`src/rtl/gf3_ram_pkg.sv`:
```
// gf3_ram_pkg
// Shared definitions for the GF(3^m) RAM command executor.
//   - Opcode codes (OP_*)
//   - Trit codes (T0/T1/T2)
//   - FSM state encoding
//   - Default RAM geometry
//   - Single-trit add/sub helper used by the vector add/sub unit
package gf3_ram_pkg;

    localparam int WIDTH_DEF  = 198;
    localparam int ADDR_W_DEF = 7;

    localparam logic [1:0] OP_COPY = 2'b00;
    localparam logic [1:0] OP_ADD  = 2'b01;
    localparam logic [1:0] OP_SUB  = 2'b10;
    localparam logic [1:0] OP_MUL  = 2'b11;

    localparam logic [1:0] T0 = 2'b00;
    localparam logic [1:0] T1 = 2'b01;
    localparam logic [1:0] T2 = 2'b10;

    typedef enum logic [2:0] {
        ST_IDLE,
        ST_READ,
        ST_OPER,
        ST_MUL_WAIT,
        ST_WRITE
    } state_e;

    // (x +/- y) mod 3 on one trit.
    // The unused code 11 is read as 0, so 11 never reaches the output.
    function automatic logic [1:0] trit_addsub(input logic [1:0] x,
                                               input logic [1:0] y,
                                               input logic       sub);
        logic [1:0] xs;
        logic [1:0] ys;
        logic [1:0] yn;
        logic [2:0] s;
        xs = (x == 2'b11) ? T0 : x;
        ys = (y == 2'b11) ? T0 : y;
        // Subtraction adds the additive inverse: -1 = 2, -2 = 1 (mod 3).
        if (sub)
            yn = (ys == T1) ? T2 : ((ys == T2) ? T1 : T0);
        else
            yn = ys;
        s = {1'b0, xs} + {1'b0, yn};
        if (s >= 3'd3)
            s = s - 3'd3;
        return s[1:0];
    endfunction

endpackage

```
`src/rtl/gf3_vec_addsub.sv`:
```
// gf3_vec_addsub
// Combinational trit-wise add/subtract of two packed GF(3) vectors.
//   - Each WIDTH/2-trit slot is handled independently.
//   - x   [WIDTH] : minuend / first addend
//   - y   [WIDTH] : subtrahend / second addend
//   - sub [1]     : 1 selects x - y, 0 selects x + y
//   - z   [WIDTH] : result; never contains code 11
module gf3_vec_addsub
    import gf3_ram_pkg::*;
#(
    parameter int WIDTH = WIDTH_DEF
) (
    input  logic [WIDTH-1:0] x,
    input  logic [WIDTH-1:0] y,
    input  logic             sub,
    output logic [WIDTH-1:0] z
);

    for (genvar i = 0; i < WIDTH / 2; i++) begin : g_trit
        assign z[2*i+1:2*i] = trit_addsub(x[2*i+1:2*i], y[2*i+1:2*i], sub);
    end

endmodule

```
`src/rtl/gf3_ram_exec.sv`:
```
// gf3_ram_exec
// Command executor in front of the dual-port operand RAM.
//
// Each command:
//   - reads src1 on port a and src2 on port b;
//   - computes COPY/ADD/SUB locally, or runs MUL on the external multiplier;
//   - writes the result to dst through port a.
//
// Command interface:
//   cmd_valid/cmd_ready, cmd_op, cmd_src1, cmd_src2, cmd_dst.
//   done pulses for one cycle after the result write.
//
// RAM interface:
//   a_wr, a_addr, a_din, a_dout (read and write port);
//   b_wr (tied low), b_addr, b_dout (read-only port).
//   Reads are registered: data is valid the cycle after the address edge.
//
// Multiplier interface:
//   mul_start pulse; mul_a/mul_b held until mul_done; mul_c sampled on mul_done.
module gf3_ram_exec
    import gf3_ram_pkg::*;
#(
    parameter int WIDTH  = WIDTH_DEF,
    parameter int ADDR_W = ADDR_W_DEF
) (
    input  logic              clk,
    input  logic              rst_n,
    input  logic              cmd_valid,
    output logic              cmd_ready,
    input  logic [1:0]        cmd_op,
    input  logic [ADDR_W-1:0] cmd_src1,
    input  logic [ADDR_W-1:0] cmd_src2,
    input  logic [ADDR_W-1:0] cmd_dst,
    output logic              done,
    output logic              a_wr,
    output logic [ADDR_W-1:0] a_addr,
    output logic [WIDTH-1:0]  a_din,
    input  logic [WIDTH-1:0]  a_dout,
    output logic              b_wr,
    output logic [ADDR_W-1:0] b_addr,
    input  logic [WIDTH-1:0]  b_dout,
    output logic              mul_start,
    output logic [WIDTH-1:0]  mul_a,
    output logic [WIDTH-1:0]  mul_b,
    input  logic              mul_done,
    input  logic [WIDTH-1:0]  mul_c
);

    state_e            state_q,     state_d;
    logic [1:0]        op_q,        op_d;
    logic [ADDR_W-1:0] dst_q,       dst_d;
    logic              cmd_ready_q, cmd_ready_d;
    logic              done_q,      done_d;
    logic              a_wr_q,      a_wr_d;
    logic [ADDR_W-1:0] a_addr_q,    a_addr_d;
    logic [WIDTH-1:0]  a_din_q,     a_din_d;
    logic [ADDR_W-1:0] b_addr_q,    b_addr_d;
    logic              mul_start_q, mul_start_d;
    logic [WIDTH-1:0]  mul_a_q,     mul_a_d;
    logic [WIDTH-1:0]  mul_b_q,     mul_b_d;

    logic [WIDTH-1:0]  alu_y;
    logic [WIDTH-1:0]  alu_z;

    // COPY is computed as x + 0. This yields a_dout for any well-formed word
    // and still normalises stray 11 codes.
    assign alu_y = (op_q == OP_COPY) ? '0 : b_dout;

    gf3_vec_addsub #(.WIDTH(WIDTH)) u_addsub (
        .x   (a_dout),
        .y   (alu_y),
        .sub (op_q == OP_SUB),
        .z   (alu_z)
    );

    always_comb begin
        state_d     = state_q;
        op_d        = op_q;
        dst_d       = dst_q;
        cmd_ready_d = cmd_ready_q;
        done_d      = 1'b0;
        a_wr_d      = 1'b0;
        a_addr_d    = a_addr_q;
        a_din_d     = a_din_q;
        b_addr_d    = b_addr_q;
        mul_start_d = 1'b0;
        mul_a_d     = mul_a_q;
        mul_b_d     = mul_b_q;

        case (state_q)
            ST_IDLE: begin
                cmd_ready_d = 1'b1;
                if (cmd_valid) begin
                    op_d        = cmd_op;
                    dst_d       = cmd_dst;
                    a_addr_d    = cmd_src1;
                    b_addr_d    = cmd_src2;
                    cmd_ready_d = 1'b0;
                    state_d     = ST_READ;
                end
            end
            // RAM registers the read addresses during this cycle.
            ST_READ: state_d = ST_OPER;
            ST_OPER: begin
                if (op_q == OP_MUL) begin
                    mul_a_d     = a_dout;
                    mul_b_d     = b_dout;
                    mul_start_d = 1'b1;
                    state_d     = ST_MUL_WAIT;
                end else begin
                    a_wr_d   = 1'b1;
                    a_addr_d = dst_q;
                    a_din_d  = alu_z;
                    state_d  = ST_WRITE;
                end
            end
            ST_MUL_WAIT: begin
                if (mul_done) begin
                    a_wr_d   = 1'b1;
                    a_addr_d = dst_q;
                    a_din_d  = mul_c;
                    state_d  = ST_WRITE;
                end
            end
            ST_WRITE: begin
                done_d      = 1'b1;
                cmd_ready_d = 1'b1;
                state_d     = ST_IDLE;
            end
            default: begin
                cmd_ready_d = 1'b1;
                state_d     = ST_IDLE;
            end
        endcase
    end

    always_ff @(posedge clk or negedge rst_n) begin
        if (!rst_n) begin
            state_q     <= ST_IDLE;
            op_q        <= OP_COPY;
            dst_q       <= '0;
            cmd_ready_q <= 1'b1;
            done_q      <= 1'b0;
            a_wr_q      <= 1'b0;
            a_addr_q    <= '0;
            a_din_q     <= '0;
            b_addr_q    <= '0;
            mul_start_q <= 1'b0;
            mul_a_q     <= '0;
            mul_b_q     <= '0;
        end else begin
            state_q     <= state_d;
            op_q        <= op_d;
            dst_q       <= dst_d;
            cmd_ready_q <= cmd_ready_d;
            done_q      <= done_d;
            a_wr_q      <= a_wr_d;
            a_addr_q    <= a_addr_d;
            a_din_q     <= a_din_d;
            b_addr_q    <= b_addr_d;
            mul_start_q <= mul_start_d;
            mul_a_q     <= mul_a_d;
            mul_b_q     <= mul_b_d;
        end
    end

    assign cmd_ready = cmd_ready_q;
    assign done      = done_q;
    assign a_wr      = a_wr_q;
    assign a_addr    = a_addr_q;
    assign a_din     = a_din_q;
    assign b_wr      = 1'b0;
    assign b_addr    = b_addr_q;
    assign mul_start = mul_start_q;
    assign mul_a     = mul_a_q;
    assign mul_b     = mul_b_q;

endmodule

```
`config.mk`:
```
export PLATFORM = sky130hd
export DESIGN_NAME = gf3_ram_exec
export DESIGN_NICKNAME = d
export VERILOG_FILES = /design/src/rtl/gf3_ram_pkg.sv /design/src/rtl/gf3_vec_addsub.sv /design/src/rtl/gf3_ram_exec.sv
export SDC_FILE = /design/constraint.sdc
export NUM_CORES = 2
export LEC_CHECK = 0
export ABC_AREA = 1
export CAP_MARGIN = 30
export CORE_AREA = 2 2 480 482
export CTS_CLUSTER_SIZE = 28
export DETAILED_ROUTE_END_ITERATION = 7
export DIE_AREA = 0 0 482 484
export HOLD_SLACK_MARGIN = 0.06
export SLEW_MARGIN = 10
export SYNTH_ARGS = -nofsm -noshare
export SYNTH_HDL_FRONTEND = slang
export SYNTH_SLANG_ARGS = --single-unit
export TNS_END_PERCENT = 50
```
`constraint.sdc`:
```
create_clock -name clk -period 2.8 [get_ports clk]
set_input_delay 0.56 -clock clk [delete_from_list [all_inputs] [get_ports clk]]
set_output_delay 0.56 -clock clk [all_outputs]
set_load 0.05 [all_outputs]
```
-- After elaboration in Yosys (flattened, before gate mapping)
Index checks and enable logic that the tools add are counted.
- $add $sub $neg: 198
- multiply operators: 0
- div/mod/pow operators: 0
- magnitude comparators: 99
- equal/unequal tests: 405
- shift operators: 0
- multiplexer cells: 614
- bitwise gates (word level): 0
- reductions and logical operators: 10
- operators with widths (cell ; number):
    2-bit 2-to-1 mux ; 495
    2-bit equality test (second input constant) ; 299
    198-bit 2-to-1 mux ; 3
    198-bit one-hot mux with 2 select lines ; 1
    2-bit by 2-bit adder with 3-bit output ; 99
    3-bit by 2-bit greater-or-equal comparator with 1-bit output (second input constant) ; 99
    2-bit by 1-bit equality test with 1-bit output (second input constant) ; 99
    2-bit subtractor (second input constant) ; 99
    1-bit 2-to-1 mux ; 105
    7-bit 2-to-1 mux ; 3
    7-bit one-hot mux with 3 select lines ; 1
    3-bit one-hot mux with 4 select lines ; 1
    3-bit 2-to-1 mux ; 3
    3-bit by 2-bit equality test with 1-bit output (second input constant) ; 2
    2-bit != test (second input constant) ; 3
    2-bit AND reduction ; 3
    1-bit one-hot mux with 2 select lines ; 2
    4-bit AND reduction ; 1
    3-bit by 1-bit equality test with 1-bit output (second input constant) ; 1
    3-bit equality test (second input constant) ; 1
    3-bit logical NOT ; 1
    3-bit AND reduction ; 1
    3-bit nonzero test ; 1
    3-bit OR reduction ; 1
    other kinds (2) ; 2
- register bits: 624
- bits in latches: 0
- RAM bits: 0
- bits in read-only memories: 0
- input bits: 621
- output and inout port bits: 613
- logic and storage cells: 1338
- memories: 0

-- Longest topological paths before layout
- depth after elaboration: 13
- mapped depth: 16
- depth with buffers taken out: 14

-- Cells and area by module
Synthesis repeated with hierarchy kept, for this count alone.
- cell total of the unflattened synthesis: 6103
- area, all modules: 41424.7 um^2
- by module, submodules not included (module ; times used ; cells an instance ; area each (um^2) ; seq. area each (um^2)):
    gf3_ram_exec ; 1 ; 3524 ; 27296.2 ; 15616.2
    gf3_vec_addsub ; 1 ; 2579 ; 14128.6 ; 0.0

-- Least setup slack after synthesis
No wires, ideal clock.
- path kind: register to register
- start point: register op_q[0]
- end point: register a_din_q[7], in the netlist a_din[7]
- setup time: 118 ps
- data arrival time: 2605 ps
- required time: 2682 ps
- slack: 77 ps
- stages on the path, launching flop included: 15
- buffers on the path: 3
- clock period less this slack: 2723 ps
- cell sequence: dfrtp_1 inv_1 buf_2 clkbuf_1 buf_1 o22ai_1 ha_1 fa_1 ha_1 nor2_1 nand2_1 nand2_1 nand3_1 nand3_1 nand2_1
- word-level cells in the longest chain between the ends: 13
- elaborated cells between the ends (all ways): 19
- classes of those cells: add/sub: 2; order compare: 1; eq/ne: 6; mux: 8; reduce/logical: 2
- RTL lines (what ; RTL line ; RTL):
    start: declaration ; gf3_ram_exec.sv:50 ; logic [1:0] op_q, op_d;
    start signal: assignment ; gf3_ram_exec.sv:153 ; op_q <= op_d;
    2-bit logical NOT ; gf3_ram_exec.sv:67 ; assign alu_y = (op_q == OP_COPY) ? '0 : b_dout;
    198-bit 2-to-1 mux ; gf3_ram_exec.sv:67 ;
    2-bit equality test ; gf3_ram_pkg.sv:40 ; ys = (y == 2'b11) ? T0 : y;
    2-bit 2-to-1 mux ; gf3_ram_pkg.sv:40 ;
    2-bit equality test ; gf3_ram_pkg.sv:43 ; yn = (ys == T1) ? T2 : ((ys == T2) ? T1 : T0);
    1-bit 2-to-1 mux ; gf3_ram_pkg.sv:43 ;
    2-bit 2-to-1 mux ; gf3_ram_pkg.sv:43 ;
    2-bit 2-to-1 mux ; gf3_ram_pkg.sv:42 ; if (sub)
    2-bit by 2-bit adder with 3-bit output ; gf3_ram_pkg.sv:46 ; s = {1'b0, xs} + {1'b0, yn};
    3-bit by 2-bit greater-or-equal comparator with 1-bit output or 2-bit subtractor (tied branches) ; gf3_ram_pkg.sv:47, gf3_ram_pkg.sv:48 ;
    2-bit 2-to-1 mux ; gf3_ram_pkg.sv:47 ; if (s >= 3'd3)
    198-bit 2-to-1 mux ; gf3_ram_exec.sv:105 ; if (op_q == OP_MUL) begin
    198-bit one-hot mux with 2 select lines ; gf3_ram_exec.sv:90 ; case (state_q)
    end signal: assignment ; gf3_ram_exec.sv:159 ; a_din_q <= a_din_d;
    end: declaration ; gf3_ram_exec.sv:56 ; logic [WIDTH-1:0] a_din_q, a_din_d;
Several ways; a longest one is shown, not always the timed one. The select of a mux whose other input is x is not followed.
A chain may end at the register's enable or synchronous reset.

-- Final worst setup path
- start point: register op_q[0]
- end point: register a_din_q[101], in the netlist a_din[101]
The elaborated chain is that of the path after synthesis.

==> metrics.txt <==
# TYPE chip_impl_metric gauge
chip_impl_info{name="regToRegStartpoint",value="op_q[0]$_DFFE_PN0P_"} 1
chip_impl_info{name="critical-path-slowest-cell",value="fa_1"} 1
chip_impl_metric{name="syn2layout_area_growth",unit="%"} 60.29
chip_impl_metric{name="clkLatencyLatePin",unit="ns"} 0.73
chip_impl_info{name="top_layer",value="met5"} 1
chip_impl_metric{name="timing.hold.worst_path_depth",unit=""} 3
chip_impl_metric{name="drv_slew",unit=""} 0
chip_impl_info{name="worst_hold_launch",value="cmd_src2[4]"} 1
chip_impl_metric{name="distinct_cells_synth",unit=""} 25
chip_impl_metric{name="die_h",unit="um"} 484
chip_impl_metric{name="static-leakage-power",unit="nW"} 30.11
chip_impl_metric{name="antenna_found_initial",unit=""} 111
chip_impl_metric{name="fin_nets",unit=""} 7445
chip_impl_metric{name="synth_area_per_cell",unit="sq um"} 7.473
chip_impl_metric{name="reg2reg_depth",unit=""} 15
chip_impl_metric{name="worst_pin_slew",unit="ns"} 0.8541
chip_impl_metric{name="timing.critical_path.arrival",unit="ns"} 3.45
chip_impl_info{name="rsz0062_at_grt",value="yes"} 1
chip_impl_info{name="cp-start-kind",value="flip-flop"} 1
chip_impl_metric{name="pwr-share-clk",unit=""} 0.153
chip_impl_info{name="root_buffer",value="clkbuf_16"} 1
chip_impl_metric{name="h-tree-depth",unit=""} 3
chip_impl_metric{name="cellPowerDensity",unit="mW/mm^2"} 1266
chip_impl_metric{name="finish.instance_area",unit="sq mm"} 0.06067
chip_impl_info{name="cts_tree",value="done"} 1
chip_impl_metric{name="final.setup.worst_slack",unit="ns"} -0.04298
chip_impl_metric{name="drt-pass1-iter-count",unit=""} 6
chip_impl_info{name="regToRegEndpoint",value="a_din[101]$_DFFE_PN0P_"} 1
chip_impl_metric{name="grt_remaining_overflow",unit=""} 0
chip_impl_metric{name="cap_violations",unit=""} 0
chip_impl_metric{name="die_area",unit="sq mm"} 0.2333
chip_impl_metric{name="gp_routability_congestion",unit=""} 0.9491
chip_impl_metric{name="totalPowerFinal",unit="mW"} 76.81
chip_impl_metric{name="ant_nets",unit=""} 0
chip_impl_metric{name="timing_hold_violations_final",unit=""} 0
chip_impl_metric{name="route.detailed.vias_per_inst",unit=""} 4.263
chip_impl_info{name="setup.worst_path.end_class",value="flip-flop"} 1
chip_impl_metric{name="synthesis.nets",unit=""} 5983
chip_impl_metric{name="switching_power",unit="mW"} 40.96
chip_impl_info{name="path_common_cell",value="nand2_1"} 1
chip_impl_metric{name="reg2reg_slack",unit="ns"} -0.04
chip_impl_metric{name="initial_core_util",unit=""} 0.1656
chip_impl_metric{name="fmax",unit="GHz"} 0.3517
chip_impl_metric{name="combPwrFrac",unit=""} 0.633
chip_impl_metric{name="grt_max_degree",unit=""} 137
chip_impl_metric{name="m1_wl",unit="mm"} 89.19
chip_impl_metric{name="met2RoutedLength",unit="mm"} 104.7
chip_impl_metric{name="cp_max_fo",unit=""} 6
chip_impl_metric{name="final_min_period_over_clock_period",unit=""} 1.015
chip_impl_metric{name="grt_pass1_vias",unit=""} 40190
chip_impl_metric{name="wire_length_of_the_first_global_routing_pass",unit="mm"} 314.2
chip_impl_metric{name="ys_seq_elements",unit=""} 624
chip_impl_metric{name="placement.io_buffers",unit=""} 1232
chip_impl_metric{name="floorplan.die.width",unit="um"} 482
chip_impl_metric{name="post_synthesis_sequential_area_ratio",unit=""} 0.4126
chip_impl_metric{name="share_seq_of_total_power",unit=""} 0.214
chip_impl_metric{name="drc",unit=""} 0
chip_impl_metric{name="fin_crit",unit="ns"} 2.843
chip_impl_metric{name="site_row_count",unit=""} 176
chip_impl_metric{name="internal_power",unit="mW"} 35.84
chip_impl_metric{name="cts_buffers",unit=""} 85
chip_impl_metric{name="syn_inst",unit=""} 5065
chip_impl_metric{name="clock_skew",unit="ns"} 0.03484
chip_impl_metric{name="synth.yosys.warnings",unit=""} 0
chip_impl_metric{name="drt-initial-drc-count",unit=""} 2925
chip_impl_metric{name="tns",unit="ns"} -0.04298
chip_impl_metric{name="vdd.ir_drop.worst",unit="V"} 0.0007524
chip_impl_metric{name="slew_headroom",unit=""} 0.4306
chip_impl_metric{name="ctsLongestPathBuffers",unit=""} 3
chip_impl_metric{name="mappedNetlistArea",unit="sq mm"} 0.03785
chip_impl_metric{name="post_drt_wl_per_cell",unit="um"} 24.50
chip_impl_info{name="setup.worst_path.class",value="reg2reg"} 1
chip_impl_info{name="hold_path_class",value="in2reg"} 1
chip_impl_info{name="critical_path_cell_sequence",value="clkinv_8 -> buf_16 -> clkbuf_16 -> buf_12 -> clkbuf_16 -> o22ai_4 -> ha_2 -> fa_1 -> ha_4 -> nor2_4 -> nand2_1 -> nand2_1 -> nand3_1 -> nand3_1 -> nand2_1"} 1
chip_impl_metric{name="finalSetupViolations",unit=""} 1
chip_impl_metric{name="cts_num_sinks",unit=""} 624
chip_impl_metric{name="netSwitchingFraction",unit=""} 0.5333
chip_impl_metric{name="drt-total-wl",unit="mm"} 236.6
chip_impl_info{name="hold_worst_path_end",value="b_addr[4]$_DFFE_PN0P_"} 1
chip_impl_metric{name="clk_slew_on_worst_s_h_paths",unit="ns"} 0.06
chip_impl_metric{name="core-area",unit="sq mm"} 0.2286
chip_impl_metric{name="worst-endpoint-required",unit="ns"} 3.41
chip_impl_info{name="outcome",value="finished with violations"} 1
chip_impl_metric{name="postPlaceCellArea",unit="sq mm"} 0.05594
chip_impl_metric{name="max_stage_delay",unit="ns"} 0.47
chip_impl_metric{name="number_of_i_o_pins",unit=""} 1234
chip_impl_metric{name="grt.total_usage",unit=""} 0.1918
chip_impl_metric{name="wl_met3",unit="mm"} 30.49
chip_impl_metric{name="dp.final_hpwl",unit="mm"} 192.5
chip_impl_metric{name="layout-drive-gt1-share",unit=""} 0.1425
chip_impl_metric{name="route.vias.total",unit=""} 41170
chip_impl_info{name="violations_in_the_final_reports",value="negative setup slack"} 1
how the worst max path moves through the flow:
| stage | startpoint | to | slack (ns) | cells after the start |
|---|---|---|---|---|
| global placement | b_dout[54] | a_din[55]$_DFFE_PN0P_ | -0.26 | 13 |
| detailed placement | b_dout[106] | a_din[107]$_DFFE_PN0P_ | -0.30 | 12 |
| global route | op_q[0]$_DFFE_PN0P_ | a_din[109]$_DFFE_PN0P_ | -0.14 | 15 |
| CTS | a_din[15]$_DFFE_PN0P_ | a_din[15] | 0.0005 | 1 |
| finish | op_q[0]$_DFFE_PN0P_ | a_din[101]$_DFFE_PN0P_ | -0.04 | 15 |
| floorplan | op_q[0]$_DFFE_PN0P_ | a_din[7]$_DFFE_PN0P_ | 0.08 | 14 |
per-layer routing:
layer / track usage / vias to the layer above
met3: 0.1019 / 461
met2: 0.3005 / 1788
met5: 0 / -
met4: 0.09031 / 100
li1: - / 19130
met1: 0.2120 / 19700
critical path: cells and delay by family, from the launching register on:
kind	cells	cell delay, ns
adders and majority gates	3	0.88
buffers and inverters	5	0.78
and+or+nand+nor	6	0.45
DFF	1	0.43
AOI/OAI and AO/OA	1	0.16
placed cells by master (no fill, tap or decap), types with 4 or more instances in the layout:
master              n
ha_2               72
fa_1               96
o21ai_1           228
buf_12             49
clkbuf_8           24
o22ai_1           149
nor2_1            244
clkbuf_1           19
buf_16              7
or2_1              39
ha_1              121
nand2_1          1596
nor2_4             24
diode_2            37
bufinv_16           6
clkinv_2           10
nor2_2             59
o22ai_4             8
ha_4                5
dfrtp_1           622
inv_1             661
a21oi_1             4
o22ai_2            41
clkbuf_16          96
o21ai_0           244
nand3_2            16
or2_2              55
buf_4             414
nand3_1           510
clkdlybuf4s50_1  1117
nand2_2             6
buf_6              16
inv_2               4
cell families after synthesis:
kind of cell / count (synthesis) / synth area share
compound gates: 677 / 0.09623
other cells: 1 / 0.00009907
fa+ha+maj: 297 / 0.1178
simple gates: 2555 / 0.2777
buf+inv: 911 / 0.09556
flops: 624 / 0.4126
sequential cells by signal, summed over array words and instances, names as in the netlist:
register / count
a_din: 198
mul_a: 198
mul_b: 198
a_addr: 7
b_addr: 7
dst_q: 7
state_q: 3
op_q: 2
a_wr: 1
cmd_ready: 1
done: 1
mul_start: 1
area by class of cell:
type	count	area, sq um
diodes	37	92.59
inverters	666	2512
clock inverters	27	416.7
multi-input cells	3530	19720
well taps	3026	3786
fillers	24600	167900
repair buffers	1620	15970
clock buffers	129	2554
flip-flops and latches	624	15620
repair_timing:
action	4_1_cts	5_1_grt
hold buffers	1	0
hold endpoints to repair	9	0
gates cloned	1	12
gates resized for setup	22	291
setup endpoints to repair	56	157
pin swaps	4	67
buffers inserted	5	19
through the flow:
step / hold slack [ns] / cells / utilization / worst slack (ns)
global placement: 0.4572 / 9430 / 0.2447 / -0.2627
detailed placement: 0.4593 / 9430 / 0.2447 / -0.2961
CTS: 0.2864 / 9593 / 0.2586 / 0.0004596
global route: 0.3323 / 9641 / 0.2652 / -0.1420
finish: 0.3892 / 9659 / 0.2654 / -0.04298
floorplan: 0.2644 / 5065 / - / 0.07700
power groups by stage:
| stage | sequential (mW) | clock (mW) | combinational, mW |
|---|---|---|---|
| floorplan | 30.6 | 0 | 12.8 |
| global placement | 16.3 | 0 | 46.6 |
| detailed placement | 16.4 | 0 | 47.1 |
| CTS | 16.4 | 12.1 | 47.5 |
| global route | 16.9 | 12.4 | 51.9 |
| finish | 16.4 | 11.8 | 48.6 |
cells in the mapped netlist:
master	instances	area (sq um)
o21ai_0	253	1266
nor2_4	2	22.52
o311ai_0	1	8.760
o21ai_1	220	1101
nand3_2	1	10.01
nand2_2	2	12.51
o31ai_1	1	7.510
inv_2	2	7.510
or2_1	39	244.0
nand3_1	528	2643
buf_1	14	52.55
buf_4	9	67.56
conb_1	1	3.750
buf_2	131	655.6
nor2_1	325	1220
a21oi_1	4	20.02
dfstp_2	1	26.28
inv_1	664	2492
or2_2	55	344.1
fa_1	99	1982
o22ai_1	198	1239
nand2_1	1603	6017
ha_1	198	2477
clkbuf_1	91	341.6
dfrtp_1	623	15590
No activity file was read; power rests on OpenSTA's default activity.
